--- src/rtl/ram_arbiter.sv ---
// ram_arbiter: shares one single-port RAM between a CPU requester (m0) and a
// loader/debug requester (m1). Every transaction takes three cycles:
// IDLE (sample and latch the winner), ACCESS (one RAM strobe), DONE (ack the owner).
// Handshake: a requester raises a request by pulling rd_ or wr_ low and holds
// addr/d_out/strobe stable until it samples its ack high, then releases both
// strobes before the next rising edge. If rd_ and wr_ are both low, only the
// write is performed. Ties go to the requester that was not granted last.
module ram_arbiter #(
  parameter int ADDR_W = 8,
  parameter int DATA_W = 8
) (
  input  logic              clk,
  input  logic              rst_,
  input  logic [ADDR_W-1:0] m0_addr,
  input  logic [DATA_W-1:0] m0_d_out,
  input  logic              m0_rd_,
  input  logic              m0_wr_,
  output logic [DATA_W-1:0] m0_d_in,
  output logic              m0_ack,
  input  logic [ADDR_W-1:0] m1_addr,
  input  logic [DATA_W-1:0] m1_d_out,
  input  logic              m1_rd_,
  input  logic              m1_wr_,
  output logic [DATA_W-1:0] m1_d_in,
  output logic              m1_ack,
  output logic [ADDR_W-1:0] ram_addr,
  output logic [DATA_W-1:0] ram_d_out,
  output logic              ram_rd_,
  output logic              ram_wr_,
  input  logic [DATA_W-1:0] ram_d_in,
  output logic              busy,
  output logic [7:0]        m0_cnt,
  output logic [7:0]        m1_cnt
);

  typedef enum logic [1:0] {IDLE, ACCESS, DONE} state_t;

  state_t state, state_nx;
  logic   req0, req1;
  logic   win;         // 0 = m0, 1 = m1
  logic   win_wr;      // winner's operation is a write
  logic   owner;       // requester served by the current transaction
  logic   lat_wr;      // latched operation of the current transaction
  logic   last_grant;  // requester granted most recently
  logic   start;       // IDLE->ACCESS this cycle

  assign req0 = ~m0_rd_ | ~m0_wr_;
  assign req1 = ~m1_rd_ | ~m1_wr_;

  // Next-state, arbitration and output decode. ram_addr/ram_d_out are
  // registers loaded at grant time, so they keep their last value when idle.
  always_comb begin
    state_nx = state;
    win      = 1'b0;
    win_wr   = 1'b0;
    start    = 1'b0;
    ram_rd_  = 1'b1;
    ram_wr_  = 1'b1;
    m0_ack   = 1'b0;
    m1_ack   = 1'b0;
    busy     = (state != IDLE);
    win      = (req0 && req1) ? ~last_grant : ~req0;
    win_wr   = win ? ~m1_wr_ : ~m0_wr_;
    case (state)
      IDLE: begin
        if (req0 || req1) begin
          state_nx = ACCESS;
          start    = 1'b1;
        end
      end
      ACCESS: begin
        state_nx = DONE;
        ram_wr_  = ~lat_wr;
        ram_rd_  = lat_wr;
      end
      DONE: begin
        state_nx = IDLE;
        m0_ack   = ~owner;
        m1_ack   = owner;
      end
      default: state_nx = IDLE;
    endcase
  end

  // State register; reset drops straight to IDLE, which releases strobes/acks.
  always_ff @(posedge clk or negedge rst_) begin
    if (!rst_) state <= IDLE;
    else       state <= state_nx;
  end

  // Latch the winner's request and remember who was granted.
  always_ff @(posedge clk or negedge rst_) begin
    if (!rst_) begin
      owner      <= 1'b0;
      lat_wr     <= 1'b0;
      last_grant <= 1'b1;
      ram_addr   <= '0;
      ram_d_out  <= '0;
    end else if (start) begin
      owner      <= win;
      lat_wr     <= win_wr;
      last_grant <= win;
      ram_addr   <= win ? m1_addr  : m0_addr;
      ram_d_out  <= win ? m1_d_out : m0_d_out;
    end
  end

  // Capture read data into the owner's register at the end of ACCESS.
  always_ff @(posedge clk or negedge rst_) begin
    if (!rst_) begin
      m0_d_in <= '0;
      m1_d_in <= '0;
    end else if (state == ACCESS && !lat_wr) begin
      if (owner) m1_d_in <= ram_d_in;
      else       m0_d_in <= ram_d_in;
    end
  end

  // Count completed transactions at the end of DONE (aborted ones never count).
  always_ff @(posedge clk or negedge rst_) begin
    if (!rst_) begin
      m0_cnt <= 8'd0;
      m1_cnt <= 8'd0;
    end else if (state == DONE) begin
      if (owner) m1_cnt <= m1_cnt + 8'd1;
      else       m0_cnt <= m0_cnt + 8'd1;
    end
  end

endmodule

--- config.mk ---
export PLATFORM = sky130hd
export DESIGN_NAME = ram_arbiter
export DESIGN_NICKNAME = d
export VERILOG_FILES = /design/src/rtl/ram_arbiter.sv
export SDC_FILE = /design/constraint.sdc
export NUM_CORES = 1
export LEC_CHECK = 0
export BUFFER_PORTS_ARGS = -buffer_cell sky130_fd_sc_hd__buf_2
export CAP_MARGIN = 20
export CORE_MARGIN = 1.5
export CORE_UTILIZATION = 40
export CTS_CLUSTER_SIZE = 10
export DETAILED_ROUTE_END_ITERATION = 10
export GPL_TIMING_DRIVEN = 0
export PLACE_DENSITY_LB_ADDON = 0.3
export RECOVER_POWER = 25
export SETUP_SLACK_MARGIN = 0.05
export SKIP_CTS_REPAIR_TIMING = 1
export SLEW_MARGIN = 20
export SYNTH_ARGS = -nofsm -noshare
export SYNTH_HDL_FRONTEND = slang
export SYNTH_SLANG_ARGS = --single-unit
--- constraint.sdc ---
create_clock -name clk -period 4.9 [get_ports clk]
set_clock_uncertainty 0.1 [all_clocks]
set_input_delay 0.735 -clock clk [delete_from_list [all_inputs] [get_ports clk]]
set_output_delay 0.735 -clock clk [all_outputs]
set_load 0.02 [all_outputs]
# == Word level (Yosys, flattened, before mapping) ==
# Index checks and enable logic that the tools add are counted.
# Widths: inputs -> output; s select.
# word_totals
ff_bits,53
input_bits,46
output_inout_bits,53
word_cells,47
# op_classes
addsub,2
n_eq_ne,3
muxes,12
n_bitwise,10
reduce_logical,10
# ops
cell,n
$add 8x1->8 const B,2
$mux 8,2
$mux 1,8
$not 1->1,8
$reduce_and 2->1,4
$pmux 2 s2,1
$eq 2x1->1 const B,1
$eq 2x2->1 const B,1
$logic_and 1x1->1,2
$logic_not 2->1,1
$mux 2,1
$ne 2x2->1 const B,1
$or 1x1->1,2
$reduce_bool 2->1,1
$logic_not 1->1,1
$logic_or 1x1->1,1

# == Longest topological paths before layout ==
# Gate-level depths: netlist of the first run.
# logic_depth
depth_word,5
depth_mapped,5
mapped_depth_nobuf,4

# == Least setup slack after synthesis of the first run ==
# Ideal clock, no wire load.
# synth_path
path_kind,register to output
start,register owner
end,output port m0_ack
arrival_ns,1.087
t_required_ns,4.065
setup_slack_ns,2.978
path_stages_with_launch,3
n_path_buf,1
path_cell_list,dfrtp_1 > buf_2 > nor3b_2
# synth_between
elab_chain_cells,2
# synth_rtl
element,line_no,source
start: declaration,42,logic owner;
start signal: assignment,100,owner <= win;
$not 1->1 (no source line),-,
$mux 1,64,case (state)
end: declaration,19,"output logic m0_ack,"
# No other way between the ends.

==> results.sh, run 1 <==
export IMPL_overflow=0
export IMPL_postSynthCellCount=189
export IMPL_place_congestion=0.762
export IMPL_cts_buffers_inserted=5
export IMPL_worst_setup_path_end_kind="asynchronous set/reset pin"
export IMPL_critPathKind="in -> async"
export IMPL_synth_top_area_share_pct=53.7
export IMPL_yosys_warnings=0
export IMPL_area_growth_pct=29.0
export IMPL_final_common_cell="buf_2"
export IMPL_grt_antenna_before_repair=0
export IMPL_setup_viol=0
export IMPL_arrival_ns=2.75
export IMPL_async_reset_ff_share_pct=100
export IMPL_first_pass_iters=4
export IMPL_totalNegativeSetupSlack_ns=0
export IMPL_grt_max_degree=54
export IMPL_multi_input_area_mm2=0.00102
export IMPL_synth_largest_area_cell="dfrtp_1"
export IMPL_clockBufferDepth=2
export IMPL_insertion_delay_ns=0.30
export IMPL_critical_path_slowest_cell="clkbuf_1"
export IMPL_peakVddDrop_v=0.000286
export IMPL_grt_pass1_vias=1817
export IMPL_wl_per_cell_um=14.3
export IMPL_rsz0062_at_grt="no"
export IMPL_path_clk_slew_ns=0.09
export IMPL_ant_nets=0
export IMPL_muxShareOfSynthArea_pct=9.60
export IMPL_cts_root_buf="clkbuf_8"
export IMPL_slew_limit_headroom_pct=-89.4
export IMPL_drive_above_1_share_pct=46.1
export IMPL_status="finished, violations left"
export IMPL_syn_area_mm2=0.00242
export IMPL_period_minus_slack_ns=3.04
export IMPL_p_leak_uw=0.00152
export IMPL_die_h_um=80.9
export IMPL_synth_ff_type="dfrtp_1"
export IMPL_hold_class="reg -> reg"
export IMPL_crit_path_start_kind="primary input"
export IMPL_register_area_mm2=0.00133
export IMPL_power_density_mw_per_mm2=674
export IMPL_place_hpwl_um=3790
export IMPL_cts_tree="built"
export IMPL_layout_common_cells="buf_2 (101), dfrtp_1 (52), o21ai_0 (17)"
export IMPL_antennaDiodeCount=0
export IMPL_fp_dieArea_mm2=0.00654
export IMPL_tightestPinTransition_ns=2.84
export IMPL_final_nets=342
export IMPL_vias_per_cell=5.16
export IMPL_ios=99
export IMPL_yosys_top_cells_area="dfrtp_1 (54%), a2bb2oi_1 (5.8%), a311oi_1 (5.8%)"
export IMPL_avgSynthCellArea_um2=12.8
export IMPL_max_stage_delay_ns=1.97
export IMPL_first_iter_violations=62
export IMPL_crit_chain="clkbuf_1"
export IMPL_fmax_mhz=328
export IMPL_start_util_pct=41.2
export IMPL_synth_edf_count=0
export IMPL_clock_sinks=53
export IMPL_synthSimpleGateAreaFrac_pct=9.70
export IMPL_row_count=28
export IMPL_die_w_um=80.9
export IMPL_path_buf_inv=1
export IMPL_synth_fa_ha_area_share_pct=1.03
export IMPL_drc=0
export IMPL_period_share_pct=62.1
export IMPL_synth_compound_area_share_pct=16.9
export IMPL_postSynthNetCount=237
export IMPL_synth_distinct_cells=37
export IMPL_cts_htree_levels=2
export IMPL_synth_top_family_by_area="compound AO/OA/AOI/OAI gates"
export IMPL_fin_ws_ns=1.86
export IMPL_hold_viol_final=0
export IMPL_pre_cts_slack_ns=2.67
export IMPL_core_mm2=0.00589
export IMPL_synth_seq_cells=53
export IMPL_grt_use_total_pct=16.5
export IMPL_fillers=565
export IMPL_crit_family="buffers and inverters"
export IMPL_worstPathMaxFanout=53
export IMPL_violations="max-capacitance violations, max-slew violations"
export IMPL_drv_slew=54
export IMPL_io_buffers=98
export IMPL_worst_endpoint_required_ns=4.61
export IMPL_max_cap_viol_count=1
export IMPL_vias=1909
export IMPL_yosys_area_share_xor_xnor_pct=5.06
export IMPL_wirelength_um=5290
export IMPL_seq_area_frac_synth_pct=54.7
export IMPL_grt_pass1_wl_um=8420
-- layer usage --
layer	vias to the layer above	track usage (%)	share of wire, %
met3	7	4.83	7.7
met5	-	0	0
met4	0	4.31	1.5
li1	924	-	-
met1	906	22.8	48
met2	72	25.3	43
-- kinds of logic after synthesis --
logic type	count (synthesis)
xor+xnor	14
mux	18
fa+ha+maj	2
simple gates	33
buf+inv	14
flops	53
compound gates	55
-- power breakdown --
group,internal (µW),switching (µW)
clock,166,141
sequential,634,132
combinational,454,581
-- stage by stage --
| stage | hold WS, ns | instances | utilization, % | instance area, µm² | power (µW) |
|---|---|---|---|---|---|
| CTS | 0.371 | 370 | 53.2 | 3130 | 2130 |
| detailed placement | 0.358 | 362 | 51.2 | 3010 | 1820 |
| floorplan | 0.339 | 189 | - | 2420 | 1490 |
| global placement | 0.353 | 362 | 51.1 | 3010 | 1800 |
| finish | 0.367 | 370 | 53.1 | 3130 | 2110 |
| global route | 0.420 | 370 | 53.1 | 3130 | 2250 |
-- cell type report --
cell class              instances  area share, %
flip-flops and latches         53           42.4
multi-input cells             122           32.8
repair buffers                 98           15.6
well taps                      75           3.00
clock buffers                   6           2.64
plain buffers                  12           2.08
clock inverters                 2           1.20
inverters                       2          0.240
-- flip-flops by register name, summed over array words and instances, names as in the netlist --
name        count
last_grant      1
lat_wr          1
m0_cnt          8
m0_d_in         8
m1_cnt          8
m1_d_in         8
owner           1
ram_addr        8
ram_d_out       8
state           2
-- synthesized netlist by cell type (all sizes together) (2+ instances only) --
library cell	number
dfrtp	52
mux2	18
o21ai	17
a2bb2oi	16
a311oi	16
xnor2	9
buf	7
clkbuf	5
nand2	5
nand4	5
xor2	5
nor2	4
and3	3
nand3	3
o21a	3
ha	2
inv	2
nor2b	2
nor3	2
nor3b	2
-- worst paths after layout --
path	startpoint	end	slack [ns]	cells after the start
setup / recovery	rst_	m1_cnt[6]	1.86	1
hold / removal	m0_cnt[7]	m0_cnt[7]	0.37	1
setup reg to reg	last_grant	ram_d_out[1]	3.18	4
hold reg to reg	m0_cnt[7]	m0_cnt[7]	0.37	1
max in group clk	state[1]	busy	2.44	4
min in group asynchronous	rst_	m0_cnt[5]	1.23	1
No activity file was read; power rests on OpenSTA's default activity.
==> run 2: changes to the inputs <==
- clock period: 4.9 -> 2.9 ns (I/O delays scaled with it)
==> run 2 against run 1 <==
- the run now ends clean
- final area about the same
- worst setup slack worse by 1.1 ns
- global-route usage unchanged
- combinational power up 68%
- total power up 69%
- sequential power up 68%
- non-clock buffer count unchanged
- sequential share of layout area about the same
- critical endpoint is now busy
==> results.sh, run 2 (same netlist as run 1, synthesis figures left out) <==
export IMPL_pre_cts_slack_ns=0.973
export IMPL_rsz0062_at_grt="no"
export IMPL_max_cap_viol_count=0
export IMPL_crit_path_start_kind="flop"
export IMPL_cts_tree="built"
export IMPL_p_leak_uw=0.00152
export IMPL_clockBufferDepth=2
export IMPL_vias=1909
export IMPL_cts_htree_levels=2
export IMPL_fp_dieArea_mm2=0.00654
export IMPL_setup_viol=0
export IMPL_overflow=0
export IMPL_reg2reg_slack_ns=1.18
export IMPL_place_congestion=0.762
export IMPL_hold_path_end="m1_d_in[1]"
export IMPL_whs_path_depth=2
export IMPL_place_hpwl_um=3790
export IMPL_r2r_end="ram_d_out[1]"
export IMPL_worst_endpoint_required_ns=2.37
export IMPL_place_area_mm2=0.00301
export IMPL_hold_class="in -> reg"
export IMPL_grt_use_total_pct=16.5
export IMPL_multi_input_area_mm2=0.00102
export IMPL_period_share_pct=74.6
export IMPL_die_h_um=80.9
export IMPL_final_cell_area_mm2=0.00313
export IMPL_grt_max_degree=54
export IMPL_hold_viol_final=0
export IMPL_hold_path_startpoint="ram_d_in[1]"
export IMPL_holdWs_ns=0.276
export IMPL_worstPathMaxFanout=10
export IMPL_power_density_mw_per_mm2=1140
export IMPL_critPathKind="reg -> out"
export IMPL_ant_nets=0
export IMPL_insertion_delay_ns=0.30
export IMPL_register_area_mm2=0.00133
export IMPL_fin_ws_ns=0.736
export IMPL_grt_pass1_vias=1817
export IMPL_area_growth_pct=29.1
export IMPL_status="completed"
export IMPL_wl_per_cell_um=14.3
export IMPL_row_count=28
export IMPL_slew_limit_headroom_pct=11.7
export IMPL_first_iter_violations=62
export IMPL_r2r_worst_path_cells=4
export IMPL_tightestPinTransition_ns=1.32
export IMPL_period_minus_slack_ns=2.16
export IMPL_antennaDiodeCount=0
export IMPL_first_pass_iters=4
export IMPL_ios=99
export IMPL_worst_setup_path_end_kind="output port"
export IMPL_layout_common_cells="buf_2 (101), dfrtp_1 (52), o21ai_0 (17)"
export IMPL_cts_buffers_inserted=5
export IMPL_drv_slew=0
export IMPL_r2r_start="last_grant"
export IMPL_final_common_cell="buf_2"
export IMPL_wirelength_um=5290
export IMPL_peakVddDrop_v=0.000484
export IMPL_arrival_ns=1.63
export IMPL_final_nets=342
export IMPL_drive_above_1_share_pct=46.4
export IMPL_drc=0
export IMPL_fillers=564
export IMPL_start_util_pct=41.2
export IMPL_grt_pass1_wl_um=8420
export IMPL_io_buffers=98
export IMPL_core_mm2=0.00589
export IMPL_path_clk_slew_ns=0.10
export IMPL_grt_antenna_before_repair=0
export IMPL_die_w_um=80.9
export IMPL_cts_root_buf="clkbuf_8"
export IMPL_fmax_mhz=462
export IMPL_totalNegativeSetupSlack_ns=0
export IMPL_vias_per_cell=5.16
export IMPL_clock_sinks=53
==> run 2: worst max path at each step <==
stage	start	end	slack, ns	cells after the start
floorplan	owner	m0_cnt[1]	1.19	3
global placement	m1_wr_	ram_d_out[4]	1.05	5
detailed placement	m1_wr_	ram_d_out[1]	0.97	5
CTS	state[1]	busy	0.72	4
global route	owner	m0_ack	0.61	3
finish	state[1]	busy	0.74	4
==> run 2: layer usage <==
layer  routed length [µm]  share of wire (%)  track usage [%]  vias up
li1                     -                  -                -      924
met1                 2510                 48             22.8      906
met2                 2290                 43             25.3       72
met3                  406                7.7             4.83        7
met4                   78                1.5             4.31        0
met5                    0                  0                0        -
==> run 2: power by group <==
group | leakage, µW | switching [µW] | total [µW] | internal, µW
combinational | 0.000825 | 983 | 1750 | 767
sequential | 0.000639 | 222 | 1290 | 1070
clock | 0.0000574 | 238 | 519 | 281
total | 0.00152 | 1440 | 3560 | 2120
==> run 2: area by class of cell <==
class                   instances  share of cell area [%]
plain buffers                  12                    2.08
well taps                      75                    3.00
clock inverters                 2                    1.20
inverters                       2                   0.240
flip-flops and latches         53                    42.4
repair buffers                 98                    15.7
multi-input cells             122                    32.7
clock buffers                   6                    2.64
==> run 2: per-stage QoR <==
stage,utilization (%),total power [µW],instances
6_report,53.2,3560,370
5_1_grt,53.2,3810,370
4_1_cts,53.2,3600,370
3_5_place_dp,51.2,3080,362
3_3_place_gp,51.1,3040,362
2_1_floorplan,-,2520,189
==> run 2: worst max-delay path: stages, from the launching register on <==
cell and delay [ns]:
dfrtp_1 0.43, or2_2 0.35, buf_2 0.20, buf_4 0.19
buf_2 0.16
==> run 3: changes to the inputs <==
- clock period: 2.9 -> 1.8 ns (I/O delays scaled with it)
==> run 3 against run 2 <==
- final area increased by 5.6%
- critical path type unchanged
- global-route usage unchanged
- largest cell class unchanged
- highest routed layer unchanged
- non-clock buffer count grew 16
- utilization increased by 3.0 points
- clock power rose by 61%
- worst setup slack lost 0.70 ns
- total power rose by 70%
- critical endpoint is now ram_rd_
- combinational power up 79%
- flip-flop and latch count did not move
==> results.sh, run 3 (same netlist as run 1, synthesis figures left out) <==
export IMPL_first_pass_iters=4
export IMPL_place_area_mm2=0.00301
export IMPL_pre_cts_slack_ns=0.0376
export IMPL_ant_nets=0
export IMPL_place_congestion=0.762
export IMPL_crit_path_start_kind="flop"
export IMPL_start_util_pct=41.2
export IMPL_overflow=0
export IMPL_die_h_um=80.9
export IMPL_stdcell_count=386
export IMPL_final_common_cell="buf_2"
export IMPL_hold_class="in -> reg"
export IMPL_cts_buffers_inserted=5
export IMPL_critPathKind="reg -> out"
export IMPL_setup_viol=0
export IMPL_fin_ws_ns=0.0334
export IMPL_wl_met3_um=449
export IMPL_grt_use_total_pct=16.5
export IMPL_wl_per_cell_um=14.1
export IMPL_peakVddDrop_v=0.000751
export IMPL_clock_sinks=53
export IMPL_hold_viol_final=0
export IMPL_clockBufferDepth=2
export IMPL_max_stage_delay_ns=0.42
export IMPL_max_cap_viol_count=0
export IMPL_insertion_delay_ns=0.30
export IMPL_cts_root_buf="clkbuf_8"
export IMPL_power_total_uw=6060
export IMPL_worst_endpoint_required_ns=1.43
export IMPL_area_growth_pct=36.3
export IMPL_clkPwrFrac_pct=13.8
export IMPL_power_switching_uw=2400
export IMPL_grt_antenna_before_repair=0
export IMPL_drc=0
export IMPL_die_w_um=80.9
export IMPL_core_mm2=0.00589
export IMPL_swShare_pct=39.5
export IMPL_ios=99
export IMPL_period_minus_slack_ns=1.77
export IMPL_fillers=553
export IMPL_dp_cells=362
export IMPL_layout_common_cells="buf_2 (94), dfrtp_1 (51), buf_4 (17), o21ai_0 (17)"
export IMPL_grt_pass1_wl_um=8420
export IMPL_status="completed"
export IMPL_met1Wirelength_um=2520
export IMPL_tightestPinTransition_ns=0.741
export IMPL_path_clk_slew_ns=0.09
export IMPL_worst_path_most_repeated_cell="buf_6"
export IMPL_cts_htree_levels=2
export IMPL_drv_slew=0
export IMPL_critical_path_slowest_cell="dfrtp_1"
export IMPL_grt_pass1_vias=1817
export IMPL_wirelength_um=5450
export IMPL_p_comb_share_pct=51.7
export IMPL_arrival_ns=1.40
export IMPL_rsz0062_at_grt="yes"
export IMPL_worst_setup_path_end_kind="output port"
export IMPL_vias=1999
export IMPL_drive_above_1_share_pct=49.2
export IMPL_fmax_mhz=566
export IMPL_place_hpwl_um=3790
export IMPL_antennaDiodeCount=0
export IMPL_first_iter_violations=66
export IMPL_period_share_pct=98.1
export IMPL_highest_layer="met4"
export IMPL_worstPathMaxFanout=3
export IMPL_grt_max_degree=54
export IMPL_p_leak_uw=0.00161
export IMPL_totalNegativeSetupSlack_ns=0
export IMPL_p_int_uw=3660
export IMPL_crit_chain="or3b_1 -> buf_6 -> buf_6"
export IMPL_vias_per_cell=5.18
export IMPL_fp_dieArea_mm2=0.00654
export IMPL_cts_tree="built"
export IMPL_final_nets=358
export IMPL_final_cell_area_mm2=0.00331
export IMPL_slew_limit_headroom_pct=50.6
export IMPL_row_count=28
export IMPL_wl_met2_um=2400
export IMPL_io_buffers=98
export IMPL_power_density_mw_per_mm2=1830
export IMPL_pwr_share_seq_pct=34.5
==> run 3: worst paths after layout <==
kind | startpoint | end | slack [ns] | depth (start not counted)
setup / recovery | lat_wr | ram_rd_ | 0.03 | 3
max in group asynchronous | rst_ | state[0] | 0.58 | 2
hold reg to reg | m1_cnt[7] | m1_cnt[7] | 0.37 | 1
hold / removal | ram_d_in[1] | m1_d_in[1] | 0.11 | 2
setup reg to reg | lat_wr | m1_d_in[6] | 0.10 | 4
min in group asynchronous | rst_ | m0_cnt[5] | 0.48 | 2
==> run 3: power groups by stage <==
stage | clock network, µW | registers (µW) | logic, µW
5_1_grt | 911 | 2170 | 3380
4_1_cts | 861 | 2090 | 2850
3_3_place_gp | 0 | 2100 | 2790
6_report | 835 | 2090 | 3130
3_5_place_dp | 0 | 2100 | 2850
2_1_floorplan | 0 | 2640 | 1430
==> run 3: layout make-up <==
type | instances | area (µm²) | area share (%)
plain buffers | 12 | 83.8 | 2.54
clock inverters | 2 | 37.5 | 1.14
well taps | 75 | 93.8 | 2.84
clock buffers | 6 | 82.6 | 2.50
repair buffers | 114 | 634 | 19.2
multi-input cells | 122 | 1040 | 31.4
inverters | 2 | 7.51 | 0.227
flip-flops and latches | 53 | 1330 | 40.2
==> run 3: critical path: cells and delay by family, from the launching register on <==
| kind | cells | cell delay, ns |
|---|---|---|
| buffers and inverters | 2 | 0.28 |
| DFF | 1 | 0.42 |
| and+or+nand+nor | 1 | 0.40 |
==> run 3: layer usage <==
metal	up-vias	track usage [%]
met2	90	25.3
li1	957	-
met3	7	4.83
met1	945	22.8
met4	0	4.31
met5	-	0
==> run 3: through the flow <==
step | hold slack (ns) | utilization (%)
global route | 0.101 | 56.2
CTS | -0.0768 | 53.2
floorplan | -0.126 | -
global placement | 0.353 | 51.1
finish | 0.110 | 56.2
detailed placement | 0.263 | 51.2
